## config.mk

```make
export PLATFORM = sky130hd
export DESIGN_NAME = stream_mux_n_flat
export DESIGN_NICKNAME = d
export VERILOG_FILES = /design/src/rtl/stream_mux_n_pkg.sv /design/src/rtl/stream_mux_n_if.sv /design/src/rtl/stream_mux_n_rr_arbiter.sv /design/src/rtl/stream_mux_n.sv /design/src/flat_wrapper.sv
export SDC_FILE = /design/constraint.sdc
export NUM_CORES = 1
export LEC_CHECK = 0
export ABC_AREA = 1
export BUFFER_PORTS_ARGS = -buffer_cell sky130_fd_sc_hd__buf_2
export CORE_UTILIZATION = 39
export DETAILED_ROUTE_END_ITERATION = 8
export PLACE_DENSITY = 0.8
export SYNTH_ARGS = -nofsm -noshare
export SYNTH_HDL_FRONTEND = slang
export SYNTH_SLANG_ARGS = --single-unit
```

## constraint.sdc

```tcl
create_clock -name clk -period 2 [get_ports clk]
set_input_delay 0.1 -clock clk [delete_from_list [all_inputs] [get_ports clk]]
set_output_delay 0.1 -clock clk [all_outputs]
set_load 0.1 [all_outputs]
```

## src/rtl/stream_mux_n_pkg.sv

```systemverilog
// Shared types and helpers for the N-input stream multiplexer.
// Latency: none (declarations only).
// Backpressure: not applicable.
package mux_pkg;

    // Channel selection policy: external sel or internal round-robin.
    typedef enum logic {
        MODE_SEL = 1'b0,
        MODE_RR  = 1'b1
    } mux_mode_e;

    localparam int MAX_N = 32;

    // Index width for n channels. A 1-wide index is kept even for tiny n
    // so that no port ever collapses to zero width.
    function automatic int sel_width(input int n);
        return (n < 2) ? 1 : $clog2(n);
    endfunction

endpackage

```

## src/rtl/stream_mux_n_if.sv

```systemverilog
// Bundle of the N upstream channels and the single downstream channel.
// Latency: none (wiring only).
// Backpressure: in_ready per channel, out_ready downstream.
// Ports: in_data/in_valid/in_ready (N channels, channel i at [i*WIDTH +: WIDTH]),
//        sel (external channel select), out_data/out_valid/out_ready/out_id.
interface stream_mux_n_if
    import mux_pkg::*;
#(
    parameter int WIDTH = 8,
    parameter int N     = 8,
    parameter int SELW  = sel_width(N)
);
    logic [N*WIDTH-1:0] in_data;
    logic [N-1:0]       in_valid;
    logic [N-1:0]       in_ready;
    logic [SELW-1:0]    sel;
    logic [WIDTH-1:0]   out_data;
    logic               out_valid;
    logic               out_ready;
    logic [SELW-1:0]    out_id;

    // slave: the multiplexer itself; master: whatever drives it.
    modport slave (
        input  in_data, in_valid, sel, out_ready,
        output in_ready, out_data, out_valid, out_id
    );
    modport master (
        output in_data, in_valid, sel, out_ready,
        input  in_ready, out_data, out_valid, out_id
    );
endinterface

```

## src/rtl/stream_mux_n_rr_arbiter.sv

```systemverilog
// Round-robin pick of the first requester at or after rr_ptr, wrapping mod N.
// Latency: grant is combinational; pointer moves on the clock after advance.
// Backpressure: pointer holds whenever advance is low (no transfer / stalled).
// Ports: clk, rst_n, req[N], advance -> gnt_idx[SELW], gnt_any.
module rr_arbiter
    import mux_pkg::*;
#(
    parameter int N    = 8,
    parameter int SELW = sel_width(N)
) (
    input  logic            clk,
    input  logic            rst_n,
    input  logic [N-1:0]    req,
    input  logic            advance,
    output logic [SELW-1:0] gnt_idx,
    output logic            gnt_any
);

    logic [SELW-1:0] rr_ptr_q, rr_ptr_d;

    // rr_ptr is always < N, so one conditional subtract wraps the sum.
    function automatic int wrap_idx(input int base, input int off);
        int s;
        s = base + off;
        return (s >= N) ? s - N : s;
    endfunction

    // Scan offsets from far to near; the nearest requester is written last
    // and therefore wins.
    always_comb begin
        gnt_any = 1'b0;
        gnt_idx = '0;
        for (int k = N - 1; k >= 0; k--) begin
            if (req[wrap_idx(int'(rr_ptr_q), k)]) begin
                gnt_any = 1'b1;
                gnt_idx = SELW'(wrap_idx(int'(rr_ptr_q), k));
            end
        end
    end

    always_comb begin
        rr_ptr_d = rr_ptr_q;
        if (advance) begin
            rr_ptr_d = (gnt_idx == SELW'(N - 1)) ? '0 : gnt_idx + SELW'(1);
        end
    end

    always_ff @(posedge clk or negedge rst_n) begin
        if (!rst_n) begin
            rr_ptr_q <= '0;
        end else begin
            rr_ptr_q <= rr_ptr_d;
        end
    end

endmodule

```

## src/rtl/stream_mux_n.sv

```systemverilog
// N-to-1 stream mux (external select or round-robin) with one output register.
// Latency: 1 cycle from input transfer to out_valid.
// Backpressure: in_ready = !out_valid || out_ready, combinational, 1 word/cycle.
// Ports: clk, rst_n (async active-low), bus (stream_mux_n_if.slave).
module stream_mux_n
    import mux_pkg::*;
#(
    parameter int        WIDTH = 8,
    parameter int        N     = 8,
    parameter int        SELW  = sel_width(N),
    parameter mux_mode_e MODE  = MODE_SEL
) (
    input  logic         clk,
    input  logic         rst_n,
    stream_mux_n_if.slave bus
);

    logic             out_valid_q, out_valid_d;
    logic [WIDTH-1:0] out_data_q,  out_data_d;
    logic [SELW-1:0]  out_id_q,    out_id_d;

    logic             can_load;
    logic             cand_ok;
    logic [SELW-1:0]  cand_idx;
    logic [WIDTH-1:0] cand_data;
    logic             xfer;

    assign can_load = !out_valid_q || bus.out_ready;

    generate
        if (MODE == MODE_RR) begin : g_rr
            // sel has no meaning in round-robin mode.
            logic unused_sel;
            assign unused_sel = ^bus.sel;

            rr_arbiter #(.N(N), .SELW(SELW)) u_arb (
                .clk     (clk),
                .rst_n   (rst_n),
                .req     (bus.in_valid),
                .advance (xfer),
                .gnt_idx (cand_idx),
                .gnt_any (cand_ok)
            );
        end else begin : g_sel
            // Out-of-range sel (possible when N is not a power of 2) selects nothing.
            assign cand_idx = bus.sel;
            assign cand_ok  = (int'(bus.sel) < N);
        end
    endgenerate

    // One-hot ready decode. It deliberately ignores in_valid in select mode
    // and is forced low while reset is held.
    always_comb begin
        bus.in_ready = '0;
        cand_data    = '0;
        for (int i = 0; i < N; i++) begin
            if (cand_idx == SELW'(i)) begin
                bus.in_ready[i] = rst_n && cand_ok && can_load;
                cand_data       = bus.in_data[i*WIDTH +: WIDTH];
            end
        end
    end

    assign xfer = |(bus.in_ready & bus.in_valid);

    // Load wins over drain, so drain+load in one cycle keeps out_valid high.
    always_comb begin
        out_valid_d = out_valid_q;
        out_data_d  = out_data_q;
        out_id_d    = out_id_q;
        if (xfer) begin
            out_valid_d = 1'b1;
            out_data_d  = cand_data;
            out_id_d    = cand_idx;
        end else if (bus.out_ready) begin
            out_valid_d = 1'b0;
        end
    end

    always_ff @(posedge clk or negedge rst_n) begin
        if (!rst_n) begin
            out_valid_q <= 1'b0;
            out_data_q  <= '0;
            out_id_q    <= '0;
        end else begin
            out_valid_q <= out_valid_d;
            out_data_q  <= out_data_d;
            out_id_q    <= out_id_d;
        end
    end

    assign bus.out_valid = out_valid_q;
    assign bus.out_data  = out_data_q;
    assign bus.out_id    = out_id_q;

endmodule

```

## src/flat_wrapper.sv

```systemverilog
// flat-port wrapper written by rule: the top's interface ports become plain ports
module stream_mux_n_flat import mux_pkg::*;
#(
    parameter int        WIDTH = 8,
    parameter int        N     = 8,
    parameter int        SELW  = sel_width(N),
    parameter mux_mode_e MODE  = MODE_SEL
)
  (clk, rst_n, bus_in_data, bus_in_valid, bus_sel, bus_out_ready, bus_in_ready, bus_out_data, bus_out_valid, bus_out_id);
  stream_mux_n_if #(.WIDTH(WIDTH), .N(N), .SELW(SELW)) bus_i ();
  input  logic clk;
  input  logic rst_n;
  input wire logic [$bits(bus_i.in_data)-1:0] bus_in_data;
  input wire logic [$bits(bus_i.in_valid)-1:0] bus_in_valid;
  input wire logic [$bits(bus_i.sel)-1:0] bus_sel;
  input wire logic [$bits(bus_i.out_ready)-1:0] bus_out_ready;
  output wire logic [$bits(bus_i.in_ready)-1:0] bus_in_ready;
  output wire logic [$bits(bus_i.out_data)-1:0] bus_out_data;
  output wire logic [$bits(bus_i.out_valid)-1:0] bus_out_valid;
  output wire logic [$bits(bus_i.out_id)-1:0] bus_out_id;
  assign bus_i.in_data = bus_in_data;
  assign bus_i.in_valid = bus_in_valid;
  assign bus_i.sel = bus_sel;
  assign bus_i.out_ready = bus_out_ready;
  assign bus_in_ready = bus_i.in_ready;
  assign bus_out_data = bus_i.out_data;
  assign bus_out_valid = bus_i.out_valid;
  assign bus_out_id = bus_i.out_id;
  stream_mux_n #(.WIDTH(WIDTH), .N(N), .SELW(SELW), .MODE(MODE)) u_core (.clk(clk), .rst_n(rst_n), .bus(bus_i));
endmodule
```

Word level (Yosys, flattened, before mapping)
Cells that the tools add are included.
- output and inout bits: 20
- memories kept: 0
- bits in writable memories: 0
- word-level logic and storage cells: 35
- bits in latches: 0
- bits in read-only memories: 0
- bits of input ports: 78
- bits in registers: 12
- order comparisons: 0
- mux-type cells: 18
- multipliers: 0
- reduce and logical (&&, ||, !) cells: 6
- shift operators: 0
- equal/unequal tests: 7
- bitwise operators: 1
- div/mod/pow operators: 0
- add/sub/neg operators: 0
- operators with widths (cell ; count):
    8-bit two-way mux ; 8
    3-bit equality test, second input constant ; 4
    1-bit two-way mux ; 10
    8-bit AND ; 1
    8-bit OR reduction ; 1
    3-bit by 2-bit equality test with 1-bit output, second input constant ; 2
    3-bit by 1-bit equality test with 1-bit output, second input constant ; 1
    3-bit zero test ; 1
    2-bit nonzero test ; 1
    1-bit logical AND ; 1
    1-bit zero test ; 1
    1-bit logical OR ; 1

Depth between registers and ports, before layout
Gate-level depths: netlist of run 1.
- depth after elaboration: 9
- depth in mapped cells: 12
- gate-level depth less buffers: 10

Least setup slack after synthesis of run 1
OpenSTA, ideal clock, no wires.
- kind: register to output
- start: register u_core.out_valid_q, in the netlist u_core.bus.out_valid
- end: output port bus_in_ready[0]
- buffers on the path: 0
- setup slack: -2347 ps
- data required time: 1900 ps
- arrival time: 4247 ps
- stages on the path, launching flop included: 6
- cells stage by stage: dfrtp_1 > inv_1 > nor2_1 > nor2_1 > inv_2 > nor4_1
- word-level cells in the longest chain between the ends: 4
- ends and longest elaborated chain (element ; RTL line ; source):
    start, declared ; stream_mux_n.sv:18 ; logic out_valid_q, out_valid_d;
    start signal, assigned ; stream_mux_n.sv:86 ; out_valid_q <= out_valid_d;
    1-bit zero test ; stream_mux_n.sv:28 ; assign can_load = !out_valid_q || bus.out_ready;
    1-bit logical OR ; stream_mux_n.sv:28 ;
    1-bit logical AND ; stream_mux_n.sv:58 ; bus.in_ready[i] = rst_n && cand_ok && can_load;
    1-bit two-way mux ; stream_mux_n.sv:57 ; if (cand_idx == SELW'(i)) begin
    end, declared ; flat_wrapper.sv:17 ; output wire logic [$bits(bus_i.in_ready)-1:0] bus_in_ready;
No other way between the ends.

Final worst setup path of run 1
- start: register u_core.out_valid_q, in the netlist u_core.bus.out_valid
- end: output port bus_in_ready[6]
Same word-level chain as after synthesis.

==> metrics, run 1 <==
maximum VDD drop 663 uV; DRC Markers 2; kind of start point of the critical path flip-flop; Total Nets Final 381; leakage power 1.08 nW; Global Route Usage Sum 25.1%; post-layout util 66.6%; initial antenna violation count 0; count of synthesis-stage warnings from yosys 0; setup repair bufs after CTS 0; cell area after technology mapping 1230 sq um; placement-stage cell area 1970 sq um; most used standard cells in the synthesized netlist 53 x sky130_fd_sc_hd__nand2_1, 30 x sky130_fd_sc_hd__nand3_1, 25 x sky130_fd_sc_hd__nand4_1; number of storage elements in the synthesis netlist 12; data required time at the worst endpoint 1.90 ns; Crit Path Max Fanout 9; number of violations of the max-capacitance limit 0; number of placement rows 20; total wire length after detailed routing 4220 microns; number of clock sinks 12; post-route setup TNS 0 ns; R2R Setup Slk 0.29 ns; count of cells along the worst register-to-register path 10; simple-gate portion of the synthesized area 59.6%; via count of the first global-routing pass 1642; total congestion overflow 0; Most used DFF post-synth sky130_fd_sc_hd__dfrtp_1; area delta synth->final 64.1%; fraction of layout instances using a drive strength above 1 44.7%; endpoint of the worst hold path u_core.bus.out_valid$_DFFE_PN0P_; vertical die dimension 58.1 microns; RSZ-0062 raised after global routing false; count of cells resized by post-cts repair 0; net count after synthesis 280; post-route clock period utilization 95.9%; hold_sp bus_out_ready; post-route minimum period 1.92 ns; Max Buffers Root-to-Sink 2; Die X 58.1 microns; worst-case headroom to the max-slew limit 67.4%; clock tree from TritonCTS done; xor-xnor portion of the synthesized cell area 0%; multiplexer share of the synthesized area 0%; library cell occupying the most area in the post-synthesis netlist sky130_fd_sc_hd__dfrtp_1; Synth Area in Adders 0%; routed len/inst 12.2 microns; type of the tightest min-delay check in2reg; Critical Path Sink Type output port; final-report hold violation count 0; outcome complete, but fails checks; Achievable Freq 521 MHz; cell count after placement 341; routability congestion estimate from global placement 0.868; Layout Cells excl Fill 346; share of the synthesized area in the top cell type 24.4%; via total after detailed routing 1794; most common cell in the netlist sky130_fd_sc_hd__nand2_1; Clock Skew 0.00339 ns; buffer type at the clock tree root sky130_fd_sc_hd__clkbuf_4; EDFF count, synth 0; Yosys cell types 22; max-slew violations 0; WS Path Type reg2out; number of port buffers 97; starting density of the core 40.6%; clock transition at the registers of the reported paths 0.08 ns; compound-gate portion of the synthesized area 3.67%; Avg Cell Area, Syn 6.08 sq um; n_diodes 0; Post-DP HPWL 3390 microns; area of the die 3380 sq um; top area cells in the synthesized netlist sky130_fd_sc_hd__dfrtp_1 24%, sky130_fd_sc_hd__nand2_1 16%, sky130_fd_sc_hd__nand4_1 13%; clock latency at the later pin of the worst-skew pair 0.27 ns; power density normalized to cell area 780 nW/um^2; count of mapped cells out of synthesis 202; fraction of the yosys area taken by sequential cells 24.4%; async set or reset register ratio after synthesis 100%; number of primary I/O pins 98; Least-Margin Pin Slew 0.493 ns; Cells on Worst Hold Path 2; worst hold slack across all endpoints 0.0364 ns; H-tree levels 1; final setup violating endpoints 0; number of buffers added by the clock tree synthesis step 3; number of nets with antenna violations after routing 0; core box area 3030 sq um; largest family of logic cells by synthesized area simple AND/OR/NAND/NOR gates; First-pass DRT Iterations 9; violations in the final reports design-rule violations; mean number of vias per cell 5.18; end of the worst register-to-register path u_core.bus.out_data[1]$_DFFE_PN0P_; r2r startpoint u_core.bus.out_valid$_DFFE_PN0P_; design area 2020 sq um; arrival time reported for the critical path endpoint 1.82 ns; wire length of the first global-routing pass 6720 microns; largest net degree at the start of global routing 29; detailed router's first-iteration violation count 106
==> critical path: stages (launching register included) <==
cell	delay [ns]
sky130_fd_sc_hd__dfrtp_4	0.49
sky130_fd_sc_hd__inv_4	0.07
sky130_fd_sc_hd__nor2_4	0.03
sky130_fd_sc_hd__nor2_4	0.24
sky130_fd_sc_hd__inv_6	0.12
sky130_fd_sc_hd__nor3_4	0.14
sky130_fd_sc_hd__buf_2	0.45
==> registers in the layout, indices dropped and copies added, names as in the netlist <==
name                  cells
u_core.bus.out_id         3
u_core.bus.out_data       8
u_core.bus.out_valid      1
==> layout by cell type (no fill, tap or decap), types with 2 or more instances in the layout <==
cell                        n
sky130_fd_sc_hd__nand2_1   53
sky130_fd_sc_hd__buf_2     92
sky130_fd_sc_hd__inv_2      4
sky130_fd_sc_hd__nand4_1   25
sky130_fd_sc_hd__clkbuf_4   3
sky130_fd_sc_hd__nor2_4     4
sky130_fd_sc_hd__dfrtp_1   11
sky130_fd_sc_hd__nor4_4     4
sky130_fd_sc_hd__inv_1     17
sky130_fd_sc_hd__nand3_1   30
sky130_fd_sc_hd__nor3_4     5
sky130_fd_sc_hd__buf_4      9
sky130_fd_sc_hd__buf_12     5
sky130_fd_sc_hd__nor2_2     2
sky130_fd_sc_hd__a21oi_1    8
sky130_fd_sc_hd__nor2_1    19
sky130_fd_sc_hd__nand2_2    2
==> final cells by class <==
cell class                 count  area [sq um]
clock buffer                   4          36.3
fill                         265          1010
inverter                      23          93.8
multi-input combinational    156           888
sequential                    12           304
tap                           44          55.1
timing repair buffer         107           638
==> per-stage QoR <==
step	power, mW	setup slack [ns]
global placement	1.37	0.387
floorplan	1.15	-0.222
CTS	1.57	0.0874
finish	1.57	0.0817
detailed placement	1.38	0.293
global route	1.64	0.0244
==> repair_timing <==
item | CTS | global route
setup endpoints to repair | 0 | 0
hold buffers | 1 | 0
hold endpoints to repair | 12 | 0
==> layer usage <==
metal	share of wire [%]	wire (microns)	track usage, %	up-vias
met4	2.4	102	7.82	0
li1	-	-	-	884
met2	46	1950	43.5	114
met5	0	0	0	-
met1	41	1750	30.7	781
met3	9.8	414	5.80	15
==> report_power, final <==
group | switching, mW | internal (mW)
combinational | 0.814 | 0.203
clock | 0.0801 | 0.111
sequential | 0.0461 | 0.318
total | 0.940 | 0.631
==> worst max-delay path by stage <==
stage	startpoint	end	slack, ns	depth (start not counted)
floorplan	u_core.bus.out_valid$_DFFE_PN0P_	bus_in_ready[0]	-0.22	5
global placement	u_core.bus.out_valid$_DFFE_PN0P_	u_core.bus.out_id[2]$_DFFE_PN0P_	0.39	10
detailed placement	bus_sel[1]	u_core.bus.out_data[5]$_DFFE_PN0P_	0.29	10
CTS	u_core.bus.out_valid$_DFFE_PN0P_	bus_in_ready[6]	0.09	6
global route	u_core.bus.out_valid$_DFFE_PN0P_	bus_in_ready[6]	0.02	6
finish	u_core.bus.out_valid$_DFFE_PN0P_	bus_in_ready[6]	0.08	6
==> kinds of logic (layout without fill, tap and decap cells) <==
family / count (synthesis) / count (layout)
buf+inv: 34 / 134
flops: 12 / 12
compound gates: 9 / 9
simple gates: 147 / 147
(Power assumes the default switching activity.)
==> inputs of run 2 (changes only) <==
--- a/config.mk
+++ b/config.mk
@@ -10,6 +10,7 @@
 export CORE_UTILIZATION = 39
 export DETAILED_ROUTE_END_ITERATION = 8
 export PLACE_DENSITY = 0.8
+export RECOVER_POWER = 25
 export SYNTH_ARGS = -nofsm -noshare
 export SYNTH_HDL_FRONTEND = slang
 export SYNTH_SLANG_ARGS = --single-unit
==> run 2 against run 1 <==
Net effect:
- the flow still finishes with violations (design-rule violations)
- die area did not move
- first-iteration DRC count unchanged
- clock power is essentially flat
- global-route usage stayed put
- via count is 0.28% lower
==> metrics, run 2 (same netlist as run 1, synthesis figures left out) <==
global-route track usage on met3 5.80%; core box area 3030 sq um; number of placement rows 20; critical path's most frequent cell sky130_fd_sc_hd__nor2_4; worst setup margin 0.0873 ns; max-slew violations 0; power density normalized to cell area 780 nW/um^2; count of cells along the worst register-to-register path 10; met2 Usage GRT 43.5%; post-route setup TNS 0 ns; type of the tightest min-delay check in2reg; number of nets with antenna violations after routing 0; clock network fraction of design power 12.1%; total congestion overflow 0; n_diodes 0; setup repair bufs after CTS 0; final setup violating endpoints 0; via total after detailed routing 1789; sw power 0.939 mW; violations in the final reports design-rule violations; Clock Skew 0.00329 ns; area delta synth->final 63.6%; most frequent cells in the layout 91 x sky130_fd_sc_hd__buf_2, 53 x sky130_fd_sc_hd__nand2_1, 30 x sky130_fd_sc_hd__nand3_1; detailed router's first-iteration violation count 106; Total Nets Final 381; routed len/inst 12.1 microns; Critical Path Sink Type output port; RSZ-0062 raised after global routing false; starting density of the core 40.6%; Max Buffers Root-to-Sink 2; Achievable Freq 523 MHz; maximum VDD drop 663 uV; clock latency at the later pin of the worst-skew pair 0.27 ns; DRC Markers 2; final-report hold violation count 0; Critical path buffers and inverters 3; largest net degree at the start of global routing 29; outcome complete, but fails checks; Crit Path Max Fanout 9; most common library cell in the layout ignoring fill and taps sky130_fd_sc_hd__buf_2; post-route clock period utilization 95.6%; vertical die dimension 58.1 microns; number of port buffers 97; worst-case headroom to the max-slew limit 58.1%; fraction of layout instances using a drive strength above 1 44.0%; area of the die 3380 sq um; Die X 58.1 microns; First-pass DRT Iterations 8; buffer type at the clock tree root sky130_fd_sc_hd__clkbuf_4; initial antenna violation count 0; sequential fraction of design power 23.2%; Post-DP HPWL 3390 microns; data required time at the worst endpoint 1.90 ns; number of buffers added by the clock tree synthesis step 3; via count of the first global-routing pass 1642; delay of the slowest critical-path stage 0.49 ns; Global Route Usage Sum 25.1%; leakage power 1.08 nW; clock transition at the registers of the reported paths 0.08 ns; GRT met1 Usage 30.7%; wire length of the first global-routing pass 6720 microns; number of clock sinks 12; routability congestion estimate from global placement 0.868; arrival time reported for the critical path endpoint 1.81 ns; most congested layer reported by global routing met2; flip-flop count of the largest register after layout 8; critical-path cell list inv_4, nor2_4, nor2_4, inv_6, nor3_4, buf_2; Cells on Worst Hold Path 2; Least-Margin Pin Slew 0.629 ns; depth of the critical timing path with buffers and inverters included 6; crit path max-delay cell type sky130_fd_sc_hd__dfrtp_4; number of violations of the max-capacitance limit 0; CP top delay family buffers and inverters; clock tree from TritonCTS done; WS Path Type reg2out; kind of start point of the critical path flip-flop; number of primary I/O pins 98; post-route minimum period 1.91 ns; mean number of vias per cell 5.17; internal power consumption 0.630 mW; part of the power in combinational logic 64.7%; share of total power consumed by net switching 59.9%; DP Worst Slack 0.293 ns; total wire length after detailed routing 4190 microns; H-tree levels 1
-- run 2: metal layers --
layer  wire (microns)  vias up  share of wire (%)
met5                0        -                  0
met1             1730      780                 41
li1                 -      884                  -
met4               97        0                2.3
met3              398       13                9.5
met2             1970      112                 47
-- run 2: path summary, 6_finish.rpt --
check | endpoint | slack (ns) | from
worst max-delay path | bus_in_ready[6] | 0.09 | u_core.bus.out_valid$_DFFE_PN0P_
worst min-delay path | u_core.bus.out_valid$_DFFE_PN0P_ | 0.04 | bus_out_ready
worst max register to register | u_core.bus.out_data[1]$_DFFE_PN0P_ | 0.30 | u_core.bus.out_valid$_DFFE_PN0P_
worst min register to register | u_core.bus.out_id[0]$_DFFE_PN0P_ | 0.48 | u_core.bus.out_id[0]$_DFFE_PN0P_
max in group asynchronous | u_core.bus.out_valid$_DFFE_PN0P_ | 1.05 | rst_n
min in group asynchronous | u_core.bus.out_valid$_DFFE_PN0P_ | 0.49 | rst_n
-- run 2: repair_timing --
item,in CTS,in global routing
endpoints found under the hold margin,12,0
hold buffers,1,0
gates resized for setup,0,0
-- run 2: through the flow --
stage | instance area, sq um | util [%] | cells | hold slack (ns) | power [mW]
floorplan | 1350 | - | 202 | -0.196 | 1.15
global placement | 1970 | 65.0 | 341 | 0.0556 | 1.37
finish | 2010 | 66.4 | 346 | 0.0385 | 1.57
CTS | 2020 | 66.6 | 346 | 0.0360 | 1.57
global route | 2010 | 66.4 | 346 | 0.0397 | 1.64
detailed placement | 1970 | 65.0 | 341 | 0.0619 | 1.38
-- run 2: power groups by stage --
stage                     registers [mW]  logic (mW)  clock network, mW
after detailed placement           0.364        1.02                  0
after floorplan                    0.898       0.255                  0
final                              0.364        1.02              0.190
after CTS                          0.363        1.02              0.192
after global routing               0.371        1.07              0.201
after global placement             0.367        1.00                  0
-- run 2: cell type report --
type                    count  area, sq um
flip-flops and latches     12          304
clock buffers               4         36.3
well taps                  44         55.1
multi-input cells         156          888
fillers                   267         1020
inverters                  23         93.8
repair buffers            107          633
